`src/rtl/pc_pkg.sv`:
```
// Package: pc_pkg
// Shared types and constants for the RV32I fetch-stage program-counter sequencer.
//   pc_state_e        sequencer state (boot bubble, running, halted)
//   INSTR_BYTES       fetch stride in bytes
//   DEF_*             default reset, trap and halt vectors
package pc_pkg;

    typedef enum logic [1:0] {
        PC_BOOT   = 2'd0,
        PC_RUN    = 2'd1,
        PC_HALTED = 2'd2
    } pc_state_e;

    localparam int unsigned INSTR_BYTES = 4;

    localparam logic [31:0] DEF_RESET_VECTOR = 32'h0000_0000;
    localparam logic [31:0] DEF_TRAP_VECTOR  = 32'h0000_0080;
    localparam logic [31:0] DEF_HALT_ADDR    = 32'h0000_004C;

endpackage

```
`src/rtl/sat_counter.sv`:
```
// Module: sat_counter
// Up-counter that sticks at its all-ones value instead of wrapping.
// Ports:
//   clk    in   1   clock, rising edge
//   reset  in   1   synchronous, active-high; clears count
//   inc    in   1   add one on this edge (ignored once saturated)
//   count  out  W   current count
module sat_counter #(
    parameter int unsigned W = 32
) (
    input  logic         clk,
    input  logic         reset,
    input  logic         inc,
    output logic [W-1:0] count
);

    logic [W-1:0] count_q;

    always_ff @(posedge clk) begin
        if (reset) begin
            count_q <= '0;
        end else if (inc && (count_q != {W{1'b1}})) begin
            count_q <= count_q + {{(W-1){1'b0}}, 1'b1};
        end
    end

    assign count = count_q;

endmodule

```
`src/rtl/pc_sequencer.sv`:
```
// Module: pc_sequencer
// Program-counter sequencer for the RV32I fetch stage. Produces the fetch address and
// pc+4 each cycle, handling trap / redirect / stall priority, misaligned redirect
// rejection, a halt-on-address / resume state machine and a saturating fetch counter.
// Ports:
//   clk              in   1      clock, rising edge
//   reset            in   1      synchronous, active-high
//   stall            in   1      hold pc this cycle
//   redirect_valid   in   1      load redirect_target
//   redirect_target  in   XLEN   branch/jump target
//   trap_req         in   1      force pc to TRAP_VECTOR
//   resume           in   1      leave HALTED, continue at pc+4
//   pc               out  XLEN   current fetch address
//   pc_plus_4        out  XLEN   pc + 4 (wraps)
//   pc_valid         out  1      state is RUN
//   halted           out  1      state is HALTED
//   misaligned       out  1      registered pulse: misaligned redirect was rejected
//   fetch_count      out  CNT_W  accepted fetches, saturating
module pc_sequencer
    import pc_pkg::*;
#(
    parameter int unsigned    XLEN         = 32,
    parameter logic [XLEN-1:0] RESET_VECTOR = DEF_RESET_VECTOR,
    parameter logic [XLEN-1:0] TRAP_VECTOR  = DEF_TRAP_VECTOR,
    parameter bit             HALT_EN      = 1'b1,
    parameter logic [XLEN-1:0] HALT_ADDR    = DEF_HALT_ADDR,
    parameter int unsigned    CNT_W        = 32
) (
    input  logic             clk,
    input  logic             reset,
    input  logic             stall,
    input  logic             redirect_valid,
    input  logic [XLEN-1:0]  redirect_target,
    input  logic             trap_req,
    input  logic             resume,
    output logic [XLEN-1:0]  pc,
    output logic [XLEN-1:0]  pc_plus_4,
    output logic             pc_valid,
    output logic             halted,
    output logic             misaligned,
    output logic [CNT_W-1:0] fetch_count
);

    // Vectors must keep pc word aligned, otherwise pc[1:0] could go non-zero.
    if (((RESET_VECTOR % INSTR_BYTES) != 0) || ((TRAP_VECTOR % INSTR_BYTES) != 0) ||
        ((HALT_ADDR % INSTR_BYTES) != 0)) begin : g_bad_vector
        $error("pc_sequencer: RESET_VECTOR, TRAP_VECTOR and HALT_ADDR must be 4-byte aligned");
    end

    pc_state_e       state_q, state_d;
    logic [XLEN-1:0] pc_q, pc_d;
    logic            misaligned_q, misaligned_d;
    logic            fetch_inc;

    assign pc_plus_4 = pc_q + XLEN'(INSTR_BYTES);
    assign pc        = pc_q;
    assign pc_valid  = (state_q == PC_RUN);
    assign halted    = (state_q == PC_HALTED);
    assign misaligned = misaligned_q;

    // Single priority chain for the next pc.
    always_comb begin
        pc_d         = pc_q;
        state_d      = state_q;
        misaligned_d = 1'b0;
        case (state_q)
            PC_BOOT: begin
                state_d = PC_RUN;
            end
            PC_RUN: begin
                if (trap_req) begin
                    pc_d = TRAP_VECTOR;
                end else if (redirect_valid && (redirect_target[1:0] != 2'b00)) begin
                    pc_d         = TRAP_VECTOR;
                    misaligned_d = 1'b1;
                end else if (redirect_valid) begin
                    pc_d = redirect_target;
                end else if (stall) begin
                    pc_d = pc_q;
                end else if (HALT_EN && (pc_q == HALT_ADDR)) begin
                    state_d = PC_HALTED;
                end else begin
                    pc_d = pc_plus_4;
                end
            end
            PC_HALTED: begin
                if (trap_req) begin
                    pc_d    = TRAP_VECTOR;
                    state_d = PC_RUN;
                end else if (resume) begin
                    pc_d    = pc_plus_4;
                    state_d = PC_RUN;
                end
            end
            default: begin
                // Unreachable encoding: recover through the boot bubble.
                state_d = PC_BOOT;
            end
        endcase
    end

    always_ff @(posedge clk) begin
        if (reset) begin
            pc_q         <= RESET_VECTOR;
            state_q      <= PC_BOOT;
            misaligned_q <= 1'b0;
        end else begin
            pc_q         <= pc_d;
            state_q      <= state_d;
            misaligned_q <= misaligned_d;
        end
    end

    // Every non-stalled RUN cycle is an accepted fetch, whatever the next pc is.
    assign fetch_inc = (state_q == PC_RUN) && !stall;

    sat_counter #(
        .W (CNT_W)
    ) u_fetch_counter (
        .clk   (clk),
        .reset (reset),
        .inc   (fetch_inc),
        .count (fetch_count)
    );

endmodule
```
`config.mk`:
```
export PLATFORM = sky130hd
export DESIGN_NAME = pc_sequencer
export DESIGN_NICKNAME = d
export VERILOG_FILES = /design/src/rtl/pc_pkg.sv /design/src/rtl/sat_counter.sv /design/src/rtl/pc_sequencer.sv
export SDC_FILE = /design/constraint.sdc
export NUM_CORES = 1
export LEC_CHECK = 0
export BUFFER_PORTS_ARGS = -buffer_cell sky130_fd_sc_hd__buf_2
export CORE_MARGIN = 10
export CORE_UTILIZATION = 48
export CTS_CLUSTER_SIZE = 14
export DETAILED_ROUTE_END_ITERATION = 8
export PLACE_DENSITY = 0.88
export SLEW_MARGIN = 20
export SYNTH_ARGS = -nofsm -noshare
export SYNTH_HDL_FRONTEND = slang
export SYNTH_HIERARCHICAL = 1
export SYNTH_SLANG_ARGS = --single-unit
```
`constraint.sdc`:
```
create_clock -name clk -period 2.5 [get_ports clk]
set_clock_uncertainty 0.1 [all_clocks]
set_input_delay 0.5 -clock clk [delete_from_list [all_inputs] [get_ports clk]]
set_output_delay 0.5 -clock clk [all_outputs]
set_load 0.01 [all_outputs]
```
== Word-level counts from Yosys, hierarchy flattened ==
Cells that the tools add are included.
Storage, ports and cells
  register bits after elaboration: 67
  output and inout port bits: 99
  input bits: 38
  word-level logic and storage cells: 46
Cells by class
  bitwise operators: 1
  equality and inequality tests: 12
  add/subtract/negate cells: 2
  multiplexer cells: 17
  reduce and logical (&&, ||, !) cells: 10
Operators by type and width (number)
  $mux 32: 7
  $pmux 32 s2: 1
  $add 32x1->32 const B: 1
  $add 32x3->32 const B: 1
  $eq 32x7->1 const B: 1
  $ne 32x32->1 const B: 1
  $mux 2: 7
  $ne 2x2->1 const B: 4
  $pmux 2 s3: 1
  $reduce_and 6->1: 1
  $ne 5x4->1 const B: 1
  $ne 5x5->1 const B: 1
  $reduce_and 4->1: 1
  $reduce_bool 2->1: 2
  $logic_and 1x1->1: 3
  $ne 3x3->1 const B: 1
  $reduce_or 3->1: 1
  $eq 2x1->1 const B: 1
  $eq 2x2->1 const B: 1
  $logic_not 2->1: 1
  $ne 2x1->1 const B: 1
  $logic_not 1->1: 1
  $mux 1: 1
  $not 1->1: 1

== Logic depth before layout (Yosys ltp) ==
Gate-level depths: netlist of run 1.
  depth in word-level cells: 7
  mapped depth: 9
  gate-level depth less buffers: 8

== Modules after synthesis ==
Netlist of run 1, hierarchy kept.
By module, submodules not included
  pc_sequencer: cells an instance 392, times used 1, sequential area each 700.7 um2, area each 2927.8 um2
  sat_counter: cells an instance 199, times used 1, sequential area each 640.6 um2, area each 1674.1 um2

== Worst setup path after synthesis of run 1 ==
OpenSTA, ideal clock, no wires.
  path kind: reg-to-output
  from: register pc_q[2], in the netlist pc[2]
  to: output pc_plus_4[30]
  stages on the path, launching flop included: 6
  path buffers: 0
  slack: -0.265 ns
  required time: 1.900 ns
  data arrival time: 2.165 ns
  cell sequence: dfxtp_1 -> ha_1 -> nand4_1 -> nor3_1 -> or4b_1 -> xnor2_1
On the way
  word-level cells in the longest chain between the ends: 1
RTL lines
  start: declaration: RTL line pc_sequencer.sv:51  | logic [XLEN-1:0] pc_q, pc_d;
  start signal: assignment: RTL line pc_sequencer.sv:108  | pc_q <= pc_d;
  $add 32x3->32: RTL line pc_sequencer.sv:55  | assign pc_plus_4 = pc_q + XLEN'(INSTR_BYTES);
  end: declaration: RTL line pc_sequencer.sv:37  | output logic [XLEN-1:0] pc_plus_4,
Every way passes these cells.

== Final worst setup path of run 1 ==
  from: register pc_q[6], in the netlist pc[6]
  to: output pc_plus_4[28]
The elaborated chain is that of the path after synthesis.

==> results of run 1 <==
## cell type report
cell class,count,area share (%)
sequential,67,20.23
clock buffer,9,1.831
clock inverter,7,1.091
multi-input combinational,456,49.32
tap,129,2.385
timing repair buffer,249,24.20
inverter,17,0.9430
## sequential cells by signal (all words and copies together), names as in the netlist
register / flops
u_fetch_counter/count: 32
state_q: 2
pc: 32
misaligned: 1
## cells in the final DEF, fill, tap and decap left out, types with 4 or more instances in the layout
master    instances
and4_1            8
a311oi_1          4
buf_2           132
dfxtp_2          16
nor4_1           13
or4_1            13
o32ai_1           9
and3_1            4
nand2_1          45
nand3_1          23
a21o_1            6
nor2_1           27
a22oi_1          16
o31a_1            9
nand4_1          23
a21oi_1          44
dfxtp_1          49
nor3_1           14
ha_1              5
buf_4            94
a221oi_1          6
inv_1            17
nor4_4            4
buf_6            20
xnor2_1          13
xnor2_2          10
or3_1            12
nor4_2            5
xor2_1            7
and2_1            5
clkbuf_8          9
o21ai_0          20
o31ai_1          17
nor3b_1           6
a211oi_1          9
## power by group through the flow
stage	clock (W)	sequential, W	combinational (W)
2_1_floorplan	0	0.00137	0.00123
3_3_place_gp	0	0.00132	0.00209
3_5_place_dp	0	0.00133	0.00212
4_1_cts	0.000941	0.00131	0.00223
5_1_grt	0.000999	0.00134	0.00257
6_report	0.000937	0.00133	0.00243
## worst max-delay path: stages, from the launching register on
cell and delay [ns]:
dfxtp_2 0.35, buf_4 0.11, buf_6 0.11, buf_4 0.11, nand4_1 0.25, nor4_2 0.51, nor4b_4 0.41, or2_2 0.17
buf_2 0.12
## path summary, 6_finish.rpt
check	startpoint	endpoint	slack (ns)	cells after the start
max reg2reg	pc[20]	pc[28]	-0.35	8
max	pc[6]	pc_plus_4[28]	-0.58	8
min	redirect_target[2]	pc[2]	0.33	3
min reg2reg	u_fetch_counter/count[30]	u_fetch_counter/count[30]	0.41	2
## cells by family after synthesis
logic type | after synthesis
AO/OA/AOI/OAI | 168
multiplexers | 4
flip-flops | 67
buffers and inverters | 68
XOR/XNOR | 31
AND/OR/NAND/NOR | 246
adder cells (fa/ha/maj) | 7
## per-layer routing
metal / up-vias / wire length [um]
met1: 2911 / 7564
met5: - / 0
met3: 148 / 2438
met4: 0 / 1122
met2: 582 / 9474
li1: 2691 / -
## timing repair
action,4_1_cts,5_1_grt
pin swaps,15,23
resized for setup,57,38
setup endpoints to repair,19,39
buffers inserted,15,21
gates cloned,1,0
## through the flow
step	instances	TNS (ns)	power, W	worst slack (ns)	area [um^2]
2_1_floorplan	591	-0.2401	0.002605	-0.1239	4682
3_3_place_gp	884	-0.07071	0.003407	-0.04715	5889
3_5_place_dp	884	-0.1590	0.003455	-0.07053	5889
4_1_cts	916	-1.589	0.004487	-0.3093	6445
5_1_grt	934	-6.443	0.004910	-0.6811	6766
6_report	934	-6.232	0.004702	-0.5831	6766
==> results.md, run 1 <==
- Outcome: complete, but fails checks
- Failing checks: negative setup slack
- Post-synth EDFFs: 0
- Class of the worst hold path: in -> reg
- Sequential Area: 1369 um^2
- Minimum clock period: 3.083 ns
- Wire length after detailed routing: 20.60 mm
- Setup CP Type: reg -> out
- #FFs+latches synth: 67
- IO Pins: 137
- Synth Instances: about 590
- Worst hold slack: about 0.33 ns
- Pleak: ~2.9 nW
- PD cells: 694.9 nW/um^2
- Post-synth top flop: dfxtp_1
- Top post-synthesis cells by count: 67 x dfxtp_1, 50 x nand2_1, 44 x a21oi_1
- Worst skew pair latency: 0.34 ns
- CP endpoint kind: output port
- Clock tree from TritonCTS: yes
- FP Rows: 35
- Post-synthesis mux area share: 0.9244%
- CP arrival: ~2.5 ns
- GR Util met3: 5.612%
- Clock power share: a little under 20%
- Longest Clk Path Bufs: 2
- Core area: 9284 um^2
- GP Congestion: about 1.0
- Inserted Clock Buffers: 9
- Port Buf Inserts: between 100 and 150
- Die ar.: around 14,000 um^2
- RSZ-0062 raised after global routing: true
- Die height: 117.9 um
- Die span in x: 117.9 um
- Sw Share: 43.60%
- Post-synthesis sequential area ratio: 29.15%
- Final Cycle Share: 123.3%
- First-pass GRT wire length: 29.27 mm
- Area delta synth->final: 47.04%
- Diode count: 0
- Initial antenna violation count: 0
- Met1 Usage GRT: 29.12%
- DR DRC count: 0
- Critical Path RT: 1.90 ns
- Cell area after synthesis: 4602 um^2
- Top-count cell post-synth: dfxtp_1
- Count of different cell masters after synthesis: 63
- Nets: 845
- Synthesized area per cell: 7.787 um^2
- Internal power: 0.002652 W
- CP startpoint kind: flop
- Gr usage total: 24.61%
- Post-Syn Nets: between 600 and 700
- Via count: 6,332
- Via density per instance: 6.779
- Met2 GRT Util: 40.66%
- Largest cells by area after synthesis: dfxtp_1 29%, a21oi_1 4.8%, xnor2_1 4.6%, nand2_1 4.1%, nand4_1 3.1%
- Worst Tran Pin Value: 1.074 ns
- Hold Vio Cnt, Final: 0
- Max VDD drop: ~0.52 mV
- Initial Utilization: 49.57%
- Clock transition at path regs: 0.08 ns
- Root Driver: clkbuf_8
- Worst Setup Slack, final: -0.5831 ns
- Sw power: 0.002050 W
- Gate power share: 51.7%
- Final HPWL DP: 13.21 mm
- Sequential Power Share: roughly 28%
- Top Usage Layer GRT: met2
- Total clock sinks: 67
- Post-Synth XOR/XNOR Area: 5.900%
- Hold buffers post-CTS: 0
- Crit-path max FO: 6
- CTS H-tree depth: 3
- Grt total ovfl: 0
- Synth Area in Compound Gates: roughly a quarter
- Max Fclk: roughly 320 MHz
- WL per Instance: 22.06 um
- Share of the synthesized area in the top cell type: 29.15%
- Vias in the first global route: 5,971
- Remaining antenna violation count: 0
- Post-synth ARST share: 0%
- Area leader, netlist: dfxtp_1
- Post-Synth Adder-Cell Area: between 1.5 and 2%
- Drt first pass iters: 7
- Fill cell count: 664
- Final setup violating endpoints: 39
- Max_cap viols: 0
- Post-layout util: between 70% and 80%
- Slew headroom: between 20% and 30%
- Share of layout cells above drive strength 1: 42.98%
- Largest net degree at the start of global routing: 38
- Main combinational cell family by area after synthesis: simple AND/OR/NAND/NOR gates
- 1st-iter DRT viols: ~1,100
- Max-slew violations: 0
- Synth warn: 6
- Multi-input gate area: 3337 um^2
- Simple-gate portion of the synthesized area: 30.23%
No activity file was read; power rests on OpenSTA's default activity.
==> run 2: changes to the inputs <==
CORE_UTILIZATION = 47   (was 48)
SYNTH_HIERARCHICAL = not set   (was 1)
==> results.md, run 2 <==
- Fill cell count: 646 (-2.7%)
- Gate power share: 51.2% (-0.5 points)
- Wire length after detailed routing: 17.66 mm (-14%)
- Worst Setup Slack, final: -0.08207 ns (+0.5010 ns)
- Crit-path max FO: 7 (+1)
- Layout Cells excl Fill: 866 (-7.3%)
- Cell count of the worst reg-to-reg path: 8 (unchanged)
- Placed instance count: 823 (-6.9%)
- Commonest non-fill, non-tap cell in the layout: buf_2
- Diode count: 0 (unchanged)
- R2r setup slk: 0.05 ns (+0.40 ns)
- Die span in x: 114.8 um (-2.6%)
- Sw Share: 43.09% (-0.51 points)
- Clock transition at path regs: 0.09 ns (about the same)
- Core area: 8721 um^2 (-6.1%)
- CP startpoint: pc[13]
- Clock power share: 20.1% (+0.2 points)
- Area leader, netlist: dfxtp_1
- Setup CP Type: reg -> out
- Remaining antenna violation count: 0 (unchanged)
- CP startpoint kind: flop
- Post-synth ARST share: 0% (unchanged)
- Final Cycle Share: 103.3% (-20 points)
- Sequential Power Share: 28.7% (+0.3 points)
- Clock tree from TritonCTS: yes
- CTS H-tree depth: 3 (unchanged)
- Hold Vio Cnt, Final: 0 (unchanged)
- Count of different cell masters after synthesis: 57 (-9.5%)
- Crit path max-delay family: simple AND/OR/NAND/NOR gates
- Initial Utilization: 48.48% (-1.1 points)
- Inserted Clock Buffers: 9 (unchanged)
- Sequential Area: 1386 um^2 (+1.3%)
- Max Fclk: 387.3 MHz (+19%)
- Top-count cell post-synth: dfxtp_1
- CP endpoint kind: output port
- Class of the worst hold path: in -> reg
- Vias in the first global route: 5,197 (-13%)
- Slew headroom: 46.47% (+18 points)
- GP Congestion: 1.029 (+0.67%)
- Drt first pass iters: 5 (-2)
- PD cells: 777.9 nW/um^2 (+12%)
- Max incr delay on CP: 0.38 ns (-0.13 ns)
- Grt total ovfl: 0 (unchanged)
- #FFs+latches synth: 67 (unchanged)
- DR DRC count: 0 (unchanged)
- Max-slew violations: 0 (unchanged)
- Internal power: 0.002769 W (+4.4%)
- Share of layout cells above drive strength 1: 43.80% (+0.82 points)
- First-pass GRT wire length: 26.41 mm (-9.8%)
- Worst path most repeated cell: nand4_1
- Pre-CTS setup slack: -0.01702 ns (+0.05350 ns)
- Worst Path Buf+Inv: 2 (-2)
- Worst Setup EP: pc_plus_4[29]
- Synth warn: 0 (-6)
- Worst path depth: 6 (-2)
- Critical Path RT: 1.90 ns (about the same)
- Outcome: complete, but fails checks
- Final setup violating endpoints: 9 (-77%)
- Final HPWL DP: 12.46 mm (-5.7%)
- Largest cells by area after synthesis: dfxtp_1 32%, xnor2_1 7.5%, nor2_1 5.6%, nor3_1 4.4%, a21oi_1 4.3%
- 1st-iter DRT viols: 717 (-32%)
- R2R Path End: pc[21]
- FP Rows: 34 (-2.9%)
- Worst skew pair latency: 0.36 ns (+0.02 ns)
- Total clock sinks: 67 (unchanged)
- Longest Clk Path Bufs: 2 (unchanged)
- Nets: 799 (-5.4%)
- Largest net degree at the start of global routing: 37 (-2.6%)
- Gr usage total: 24.06% (-0.55 points)
- Max_cap viols: 0 (unchanged)
- Post-synthesis sequential area ratio: 31.73% (+2.6 points)
- Failing checks: negative setup slack
- Area delta synth->final: 47.94%
- Cell area after synthesis: 4228 um^2 (-8.1%)
- Via count: 5,321 (-16%)
- Multi-input gate area: 2982 um^2 (-11%)
- Die height: 114.8 um (-2.6%)
- CP max stage cell: dfxtp_4
- Via density per instance: 6.144 (-9.4%)
- WL per Instance: 20.39 um (-7.6%)
- Synth Instances: 551 (-6.8%)
- Post-synth top flop: dfxtp_1
- Pleak: 2.779 nW (-5.5%)
- Worst reg2reg startpoint: pc[2]
- Share of the synthesized area in the top cell type: 31.73% (+2.6 points)
- Sw power: 0.002097 W (+2.3%)
- Top post-synthesis cells by count: 67 x dfxtp_1, 63 x nor2_1, 46 x nand2_1
- Post-Syn Nets: 597 (-6.1%)
- Initial antenna violation count: 0 (unchanged)
- Commonest cells after routing, fill and taps aside: 136 x buf_2, 81 x buf_4, 61 x nor2_1, 45 x dfxtp_1, 43 x nand2_1
- Port Buf Inserts: 136 (unchanged)
- IO Pins: 137 (unchanged)
- CP arrival: 1.98 ns (-0.50 ns)
- Max VDD drop: 0.5395 mV (+4.4%)
- Worst Tran Pin Value: 0.7957 ns (-0.2781 ns)
- Synthesized area per cell: 7.673 um^2 (-1.5%)
- Die ar.: 13,190 um^2 (-5.1%)
- Post-synth EDFFs: 0 (unchanged)
- RSZ-0062 raised after global routing: true
- Root Driver: clkbuf_8
- Minimum clock period: 2.582 ns (-0.5010 ns)
- Worst-path cell chain: nand4_1 > nor4_4 > buf_6 > nand4_1 > xnor2_1 > buf_2
run 2: cell count changes in the layout (fill, tap and decap cells not counted), moves of 7 or more:
cell	delta
xnor2_1	+18
o31ai_1	-16
nor2_1	+34
o31a_1	-9
or4_1	-11
a22oi_1	-15
a21oi_1	-10
buf_4	-13
a211oi_1	-7
xor2_1	+7
buf_6	-13
nor3_1	+16
run 2: worst min-delay path by stage:
stage                        start         end  slack [ns]  cells past startpoint
6_report       redirect_target[17]      pc[17]        0.35                      3
5_1_grt         redirect_target[8]       pc[8]        0.35                      3
4_1_cts         redirect_target[8]       pc[8]        0.35                      3
3_5_place_dp                 pc[1]       pc[1]        0.42                      1
3_3_place_gp            state_q[0]  state_q[0]        0.39                      2
2_1_floorplan           state_q[0]  state_q[0]        0.38                      2
run 2: power groups by stage:
stage | sequential, W | clock [W] | combinational (W)
after detailed placement | 0.00135 | 0 | 0.00211
after CTS | 0.00136 | 0.000984 | 0.00215
after global placement | 0.00134 | 0 | 0.00207
after global routing | 0.00141 | 0.00104 | 0.00264
final | 0.00140 | 0.000979 | 0.00249
after floorplan | 0.00139 | 0 | 0.00116
run 2: tightest hold or removal path, stage by stage:
cell and delay (ns):
buf_2 0.10, o211ai_1 0.07, a311oi_1 0.09
run 2: metrics by stage:
| step | TNS, ns | total power [W] | hold WS [ns] | instance area [um^2] | utilization [%] |
|---|---|---|---|---|---|
| after floorplan | -0.02365 | 0.002545 | 0.3818 | 4237 | - |
| after global placement | 0 | 0.003412 | 0.3929 | 5443 | 62.41 |
| after detailed placement | -0.01702 | 0.003462 | 0.4172 | 5443 | 62.41 |
| after CTS | -0.04657 | 0.004499 | 0.3494 | 5867 | 67.27 |
| after global routing | -1.158 | 0.005089 | 0.3524 | 6255 | 71.72 |
| final | -0.4575 | 0.004866 | 0.3515 | 6255 | 71.72 |
run 2: cell families after synthesis:
kind of cell	Yosys count	synth area share (%)
adders and majority gates	8	2.368
AOI/OAI and AO/OA	105	16.13
and+or+nand+nor	264	33.26
muxes	2	0.5031
buffers and inverters	54	5.445
xor gates and xnor gates	51	10.57
DFF	67	31.73
run 2: repair_timing:
action,CTS,global route
hold buffers,0,0
gates resized for setup,44,53
setup buffers,13,12
setup endpoints to repair,22,30
pin swaps,13,20
gates cloned,0,2
run 2: metal layers:
metal / vias to the layer above / track usage, % / part of all wire [%]
li1: 2404 / - / -
met1: 2473 / 28.03 / 37
met2: 357 / 40.32 / 47
met3: 87 / 6.667 / 12
met4: 0 / 10.64 / 4.2
met5: - / 0 / 0
run 2: cell type report:
cell class / instances / share of cell area (%)
well taps: 108 / 2.160
multi-input cells: 431 / 47.67
clock inverters: 7 / 1.320
flip-flops and latches: 67 / 22.16
repair buffers: 230 / 23.86
inverters: 14 / 0.8402
clock buffers: 9 / 1.980
==> run 3: changes to the inputs <==
ABC_AREA = 1   (was not set)
CORE_UTILIZATION = 49   (was 47)
==> results.md, run 3 <==
- Outcome: finished clean
- IO Pins: 137 (unchanged)
- Clock transition at path regs: 0.07 ns (-0.02 ns)
- Nets: 1,151 (+44%)
- FP Rows: 38 (+12%)
- Largest net degree at the start of global routing: 57 (+54%)
- Initial Utilization: 49.65% (+1.2 points)
- Die ar.: 15,460 um^2 (+17%)
- Initial antenna violation count: 0 (unchanged)
- Drt first pass iters: 7 (+2)
- Cell area after synthesis: 5335 um^2 (+26%)
- GR Util met3: 5.106% (-1.6 points)
- RSZ-0062 raised after global routing: true
- Met2 GRT Util: 36.14% (-4.2 points)
- Crit-path max FO: 7 (unchanged)
- Max Fclk: 418.8 MHz (+8.1%)
- Max-slew violations: 0 (unchanged)
- #FFs+latches synth: 67 (unchanged)
- Cell count of the worst reg-to-reg path: 10 (+2)
- Post-synth top flop: dfxtp_1
- CP endpoint kind: output port
- Hold buffers post-CTS: 0 (unchanged)
- Longest Clk Path Bufs: 2 (unchanged)
- Die height: 124.3 um (+8.3%)
- CP startpoint kind: flop
- Root Driver: clkbuf_8
- Post-Syn Nets: 1,022 (+71%)
- Sequential Area: 1366 um^2 (-1.4%)
- Total clock sinks: 67 (unchanged)
- Multi-input gate area: 3583 um^2 (+20%)
- Share of layout cells above drive strength 1: 20.54% (-23 points)
- CP arrival: 1.79 ns (-0.19 ns)
- Minimum clock period: 2.388 ns (-0.1946 ns)
- Cell area after layout: 6499 um^2 (+3.9%)
- Max VDD drop: 0.4991 mV (-7.5%)
- Top post-synthesis cells by count: 380 x nand2_1, 182 x nor2_1, 83 x inv_1
- Post-layout util: 60.48% (-11 points)
- R2R Path End: u_fetch_counter.count[7]
- Commonest cells after routing, fill and taps aside: 377 x nand2_1, 166 x nor2_1, 136 x buf_2, 83 x inv_1, 72 x nand3_1
- Area leader, netlist: nand2_1
- CTS H-tree depth: 3 (unchanged)
- Area after DPL: 6163 um^2 (+13%)
- Count of different cell masters after synthesis: 33 (-42%)
- Synth Instances: 976 (+77%)
- Area delta synth->final: 21.81%
- Worst Path Buf+Inv: 2 (unchanged)
- Worst reg2reg startpoint: u_fetch_counter.count[0]
- Hold Vio Cnt, Final: 0 (unchanged)
- Top-count cell post-synth: nand2_1
- Core area: 10,750 um^2 (+23%)
- Max incr delay on CP: 0.41 ns (+0.03 ns)
- Gr usage total: 22.79% (-1.3 points)
- Setup CP Type: reg -> out
- R2r setup slk: 0.38 ns (+0.33 ns)
- Beginning of the worst hold path: trap_req
- Via density per instance: 5.394 (-12%)
- Die span in x: 124.3 um (+8.3%)
- Setup TNS: 0 ns (+0.4575 ns)
- CP max stage cell: dfxtp_2
- Final HPWL DP: 13.92 mm (+12%)
- Worst Tran Pin Value: 0.5094 ns (-0.2862 ns)
- PD cells: 771.7 nW/um^2 (-0.80%)
- Pleak: 3.178 nW (+14%)
- Slew headroom: 65.96% (+19 points)
- DR DRC count: 0 (unchanged)
- Synth warn: 0 (unchanged)
- Post-synth ARST share: 0% (unchanged)
- Crit path max-delay family: simple AND/OR/NAND/NOR gates
- Largest cells by area after synthesis: nand2_1 27%, dfxtp_1 25%, nor2_1 13%, nand3_1 6.8%, inv_1 5.8%
- Share of the synthesized area in the top cell type: 26.74% (-5.0 points)
- Wire length after detailed routing: 18.37 mm (+4.1%)
- Hold depth: 2 (-1)
- First-pass GRT wire length: 30.16 mm (+14%)
- Met1 Usage GRT: 28.63% (+0.60 points)
- Inserted Clock Buffers: 9 (unchanged)
- 1st-iter DRT viols: 759 (+5.9%)
- Worst skew pair latency: 0.36 ns (about the same)
- GP Congestion: 0.9747 (-5.3%)
- Worst-path cell chain: nand2_1 > nor2_2 > nand3_1 > nor2_1 > xor2_1 > inv_1 > buf_2
- Via count: 6,742 (+27%)
- Port Buf Inserts: 136 (unchanged)
- WL per Instance: 14.70 um (-28%)
- Commonest non-fill, non-tap cell in the layout: nand2_1
- Post-synth EDFFs: 0 (unchanged)
- Class of the worst hold path: in -> reg
- Final setup violating endpoints: 0 (-9)
- Synthesized area per cell: 5.466 um^2 (-29%)
- Post-synthesis sequential area ratio: 25.14% (-6.6 points)
- Final Cycle Share: 95.50% (-7.8 points)
- Vias in the first global route: 6,147 (+18%)
- Fill cell count: 1,089 (+69%)
- Clock tree from TritonCTS: yes
- Diode count: 0 (unchanged)
- Remaining antenna violation count: 0 (unchanged)
- Top Usage Layer GRT: met2
- Hold endpoint: misaligned
- Critical Path RT: 1.90 ns (about the same)
- Grt total ovfl: 0 (unchanged)
- Max_cap viols: 0 (unchanged)
run 3: power by group:
group / leakage (nW) / switching (W) / internal [W] / total (W)
Combinational: 2.51 / 0.00158 / 0.000862 / 0.00245
Clock: 0.113 / 0.000463 / 0.000615 / 0.00108
Sequential: 0.553 / 0.000241 / 0.00125 / 0.00149
run 3: what timing repair did:
item                                    4_1_cts  5_1_grt
endpoints found under the setup margin       18       19
buffers inserted                              0        1
gates resized for setup                      10       34
pin swaps                                     0        3
run 3: metal layers:
layer	part of all wire (%)	routed length (um)
met5	0	0
met2	45	8352
met4	3.7	684
met3	8.8	1612
met1	42	7725
run 3: layout make-up:
class	instances	share of cell area (%)
Inverter	86	4.967
Sequential cell	67	21.02
Tap cell	140	2.695
Timing Repair Buffer	150	12.67
Multi-Input combinational cell	791	55.14
Clock inverter	4	1.117
Clock buffer	12	2.387
run 3: logic make-up (layout without fill, tap and decap cells):
kind of cell,Yosys count,in the layout,synth area share (%)
simple gates,676,676,51.45
buf+inv,118,252,9.310
compound gates,91,91,9.592
flops,67,67,25.14
fa+ha+maj,8,8,1.876
xor+xnor,16,16,2.627
run 3: worst max-delay path by stage:
| stage | start | cells after the start | end |
|---|---|---|---|
| after floorplan | pc[2] | 6 | pc_plus_4[21] |
| after global placement | pc[2] | 10 | pc_plus_4[26] |
| after detailed placement | pc[2] | 10 | pc_plus_4[26] |
| after CTS | pc[5] | 8 | pc_plus_4[25] |
| after global routing | pc[2] | 10 | pc_plus_4[26] |
| final | pc[5] | 7 | pc_plus_4[19] |
run 3: per-stage QoR:
step           power (W)  hold WS, ns  cells  setup WS, ns
6_report        0.005015       0.2720   1250        0.1125
4_1_cts         0.004975       0.2609   1249      0.006344
5_1_grt         0.005434       0.2732   1250      -0.01288
3_3_place_gp    0.003860       0.3958   1233        0.2652
3_5_place_dp    0.003894       0.4079   1233        0.2151
2_1_floorplan   0.003172       0.4227    976        0.4823
